===== config.mk =====
export PLATFORM = sky130hd
export DESIGN_NAME = bcd_to_bin
export DESIGN_NICKNAME = d
export VERILOG_FILES = /design/src/rtl/bcd_to_bin.sv
export SDC_FILE = /design/constraint.sdc
export NUM_CORES = 1
export LEC_CHECK = 0
export ABC_AREA = 1
export CAP_MARGIN = 20
export CORE_MARGIN = 2
export CORE_UTILIZATION = 65
export CTS_CLUSTER_SIZE = 12
export DETAILED_ROUTE_END_ITERATION = 8
export DONT_BUFFER_PORTS = 1
export PLACE_DENSITY = 0.9
export SYNTH_ARGS = -nofsm -noshare
export SYNTH_HDL_FRONTEND = slang
export SYNTH_SLANG_ARGS = --single-unit

===== constraint.sdc =====
create_clock -name clk -period 2 [get_ports clk]
set_input_delay 0.3 -clock clk [delete_from_list [all_inputs] [get_ports clk]]
set_output_delay 0.3 -clock clk [all_outputs]
set_load 0.03 [all_outputs]

===== src/rtl/bcd_to_bin.sv =====
// bcd_to_bin: six-digit BCD to 20-bit binary converter.
// Uses reverse double-dabble on a 44-bit register {BCD[43:20], binary[19:0]}.
// Each conversion takes 20 shift/correct steps. A one-cycle done pulse marks
// bin/err valid, and both hold their values until the next done.
// Optional feature: define BCD2BIN_DIGIT_CHECK_EN to flag digits greater than 9.
// An invalid input then returns bin=0 with err=1.
module bcd_to_bin (
    input  logic        clk,
    input  logic        rst_n,
    input  logic [3:0]  data0,
    input  logic [3:0]  data1,
    input  logic [3:0]  data2,
    input  logic [3:0]  data3,
    input  logic [3:0]  data4,
    input  logic [3:0]  data5,
    input  logic        start,
    output logic        busy,
    output logic        done,
    output logic [19:0] bin,
    output logic        err
);

    typedef enum logic {
        IDLE = 1'b0,
        CONV = 1'b1
    } state_t;

    localparam logic [4:0] LAST_STEP = 5'd19;

    state_t      state_q, state_d;
    logic [43:0] sr_q, sr_d;
    logic [4:0]  cnt_q, cnt_d;
    logic        done_q, done_d;
    logic [19:0] bin_q, bin_d;
    logic [43:0] sr_step;

`ifdef BCD2BIN_DIGIT_CHECK_EN
    logic        bad_q, bad_d;
    logic        err_q, err_d;
    logic        any_bad;
`endif

    // One reverse double-dabble step: shift right, then pull every BCD
    // nibble that reached 8 or more back down by 3.
    function automatic logic [43:0] dabble_step(input logic [43:0] v);
        logic [43:0] s;
        s = v >> 1;
        for (int unsigned i = 0; i < 6; i++) begin
            if (s[20 + 4*i +: 4] >= 4'd8) begin
                s[20 + 4*i +: 4] = s[20 + 4*i +: 4] - 4'd3;
            end
        end
        return s;
    endfunction

    // Combinational shift/correct applied to the current register.
    always_comb begin
        sr_step = dabble_step(sr_q);
    end

`ifdef BCD2BIN_DIGIT_CHECK_EN
    // Flags any input digit outside 0..9 while the digits are being accepted.
    always_comb begin
        any_bad = (data0 > 4'd9) || (data1 > 4'd9) || (data2 > 4'd9) ||
                  (data3 > 4'd9) || (data4 > 4'd9) || (data5 > 4'd9);
    end
`endif

    // Next-state logic for the FSM, the datapath and the result registers.
    always_comb begin
        state_d = state_q;
        sr_d    = sr_q;
        cnt_d   = cnt_q;
        done_d  = 1'b0;
        bin_d   = bin_q;
`ifdef BCD2BIN_DIGIT_CHECK_EN
        bad_d   = bad_q;
        err_d   = err_q;
`endif
        unique case (state_q)
            IDLE: begin
                if (start) begin
                    sr_d    = {data5, data4, data3, data2, data1, data0, 20'd0};
                    cnt_d   = '0;
                    state_d = CONV;
`ifdef BCD2BIN_DIGIT_CHECK_EN
                    bad_d   = any_bad;
`endif
                end
            end
            CONV: begin
                sr_d  = sr_step;
                cnt_d = cnt_q + 5'd1;
                if (cnt_q == LAST_STEP) begin
                    state_d = IDLE;
                    done_d  = 1'b1;
`ifdef BCD2BIN_DIGIT_CHECK_EN
                    bin_d   = bad_q ? '0 : sr_step[19:0];
                    err_d   = bad_q;
`else
                    bin_d   = sr_step[19:0];
`endif
                end
            end
            default: state_d = IDLE;
        endcase
    end

    // State and datapath registers, asynchronously cleared by rst_n.
    always_ff @(posedge clk or negedge rst_n) begin
        if (!rst_n) begin
            state_q <= IDLE;
            sr_q    <= '0;
            cnt_q   <= '0;
            done_q  <= 1'b0;
            bin_q   <= '0;
`ifdef BCD2BIN_DIGIT_CHECK_EN
            bad_q   <= 1'b0;
            err_q   <= 1'b0;
`endif
        end else begin
            state_q <= state_d;
            sr_q    <= sr_d;
            cnt_q   <= cnt_d;
            done_q  <= done_d;
            bin_q   <= bin_d;
`ifdef BCD2BIN_DIGIT_CHECK_EN
            bad_q   <= bad_d;
            err_q   <= err_d;
`endif
        end
    end

    assign busy = (state_q == CONV);
    assign done = done_q;
    assign bin  = bin_q;
`ifdef BCD2BIN_DIGIT_CHECK_EN
    assign err  = err_q;
`else
    assign err  = 1'b0;
`endif

endmodule


==> reports/results.tsv <==
stage	metric	value	unit
grt	first-pass GRT wire length	11.11	mm
timing	Final period util	0.8876	
route	vias post-DR	2561	
cts	CTS root buf	clkbuf_8	
worst_setup_path	CP endpoint kind	flop	
worst_setup_path	CP startpoint kind	flop	
cts	clock buffer depth	2	
worst_setup_path	WP data arrival	2.02	ns
cts	htree depth	3	
layout	share of cells above drive strength 1	0.07214	
grt	gr ovfl total	0	
floorplan	die area	5709	µm²
route	routed wire length	6.780	mm
pwr	Clock Power Share	0.189	
synth	Post-synth EDFFs	0	
synth	top_reg_cell synth	dfrtp_1	
grt	largest net degree at the start of global routing	71	
route	DRT antenna net count	0	
floorplan	core area	5010	µm²
pwr	Int Pwr	3362	µW
timing	unrepaired setup endpoints after global routing	no	
pwr	Flop pwr share	0.485	
cts	total CTS buffers	9	
worst_setup_path	crit path kind	reg2reg	
placement	Detailed Place HPWL	4.577	mm
cts	Sinks on Clock Net	70	
cts	CTS tree	done	
synth	Synth top area share	0.5263	
worst_setup_path	CP max FO	21	
min_path	Worst Hold Class	in2reg	
pwr	sw power	2552	µW
timing	Worst Skew	0.006968	ns
flow_run	max-cap check violation count	0	
route	drt drc	0	
worst_setup_path	CP required	2.24	ns
cts	Clock Latency Late Sink	0.35	ns
floorplan	Die W	75.56	µm
synth	post-synth net total	435	
floorplan	Die Y	75.56	µm
grt	gr usage total	0.2607	
timing	final setup TNS	0	ns
cts	post-CTS sizing	0	
synth	Ys Warns	0	
placement	IO Port Bufs	0	
synth	Seq/Total Area, Yosys	0.5263	
pwr	peak supply drop	975.1	µV
synth	number of distinct library cells after synthesis	20	
timing	FMAX	0.5633	GHz
timing	Setup Viol. Count Final	0	
floorplan	Top Ports	50	
synth	synthesized area	3328	µm²
synth	Synth Instances	397	
grt	vias in the first global route	2472	
route	WL per Instance	14.36	µm
pwr	Power Dens Cells	1660	nW/µm²
layout	diode count	0	
synth	top-count cell post-synth	nand2_1	
cts	Clock transition at path regs	0.07	ns
synth	FFs w/ async S/R, synth	1.000	
cts	# Post-CTS Setup Buffers	0	
pwr	Pleak	0.001863	µW
grt	initial antenna violation count	0	
route	vias per cell	5.426	
placement	GPL Wtd Cong	0.7788	
synth	main area contributors after synthesis	dfrtp_1 53%, nand2_1 13%, inv_1 6.1%	
timing	final hold viol count	0	
status	status	complete, no violations	
layout	Nets	436	
floorplan	Initial Utilization	0.6643	
synth	Post-synth top cells	114 x nand2_1, 70 x dfrtp_1, 54 x inv_1	
route	drt pass-1 iters	5	
floorplan	std cell rows	26	
timing	crit path time final	1.775	ns
timing	worst hold slack	0.07166	ns
synth	FF+latch count, synth	70	
synth	area leader, netlist	dfrtp_1	
timing	fin. max-slew vios	0	
pwr	Sw Share	0.4315	
route	DR iter-0 viols	171	
layout	area delta synth->final	7.068	%
synth	Mapped Avg Cell Area	8.383	µm²
pwr	Gate power share	0.325	
[per-layer routing]
| layer | vias up | GRT usage | wire length, µm |
|---|---|---|---|
| met5 | - | 0 | 0 |
| met2 | 64 | 0.4319 | 3351 |
| met4 | 0 | 0.1248 | 131 |
| met1 | 1226 | 0.3299 | 2993 |
| li1 | 1257 | - | - |
| met3 | 14 | 0.05026 | 303 |
[final cells by class]
class                   instances  area (µm²)
well taps                      70       87.58
fillers                       392        1446
clock inverters                 4       47.55
repair buffers                  9       90.09
inverters                      56       212.7
clock buffers                  11       141.4
flip-flops and latches         70        1752
multi-input cells             252        1232
[timing repair]
item | CTS | global route
endpoints found under the hold margin | 70 | 0
setup endpoints to repair | 0 | 0
hold buffers | 2 | 0
[through the flow]
step,utilization,worst slack [ns],cells,cell area (µm²),power (µW)
after floorplan,-,0.7036,397,3328,4349
after global placement,0.6661,0.3609,455,3337,4609
after detailed placement,0.6661,0.2418,455,3337,4775
final,0.7113,0.2248,472,3563,5914
after CTS,0.7113,0.2226,472,3563,5927
after global routing,0.7113,0.06903,472,3563,6375
[worst max-delay path, stage by stage (launching register included)]
cell and delay [ns]:
dfrtp_1 0.57, nand2_2 0.16, nor2_4 0.37, nand2_2 0.32
inv_1 0.19, nor2_1 0.05
[cells in the final DEF, fill, tap and decap left out]
| cell | count |
|---|---|
| nand2_1 | 114 |
| dfrtp_1 | 70 |
| inv_1 | 54 |
| nand3_1 | 39 |
| nor2_1 | 29 |
| o22ai_1 | 23 |
| o21ai_0 | 15 |
| ha_1 | 11 |
| clkbuf_8 | 10 |
| o211ai_1 | 7 |
| buf_4 | 7 |
| a21oi_1 | 5 |
| nand2_2 | 3 |
| nor2_4 | 2 |
| nand4_1 | 2 |
| clkinv_2 | 2 |
| inv_4 | 1 |
| inv_2 | 1 |
| a22o_1 | 1 |
| conb_1 | 1 |
| clkinvlp_4 | 1 |
| clkbuf_1 | 1 |
| bufinv_16 | 1 |
| buf_16 | 1 |
| dlygate4sd3_1 | 1 |
[kinds of logic (layout without fill, tap and decap cells)]
kind of cell | Yosys count | in the layout | share of synthesized area
buf+inv | 75 | 80 | 0.1034
fa+ha+maj | 11 | 11 | 0.04135
compound gates | 51 | 51 | 0.09173
flops | 70 | 70 | 0.5263
simple gates | 189 | 189 | 0.2361
other cells | 1 | 1 | 0.001127
[sequential cells by signal, indices dropped and copies added, names as in the netlist]
name	count
done	1
sr_q	43
busy	1
cnt_q	5
bin	20
[final timing paths]
kind	startpoint	end	slack (ns)	depth (start not counted)
max	busy	busy	0.22	5
min in group asynchronous	rst_n	sr_q[8]	0.50	2
min reg2reg	sr_q[42]	sr_q[41]	0.50	2
max in group asynchronous	rst_n	sr_q[33]	1.23	2
max reg2reg	busy	busy	0.22	5
min	data5[1]	sr_q[41]	0.07	2
[power by group through the flow]
stage | combinational [µW] | sequential [µW] | clock [µW]
CTS | 1930 | 2860 | 1130
detailed placement | 1890 | 2880 | 0
finish | 1920 | 2870 | 1120
global route | 2230 | 2950 | 1200
global placement | 1750 | 2860 | 0
floorplan | 1590 | 2750 | 0
Note: power is estimated with default switching activity, not from simulation.
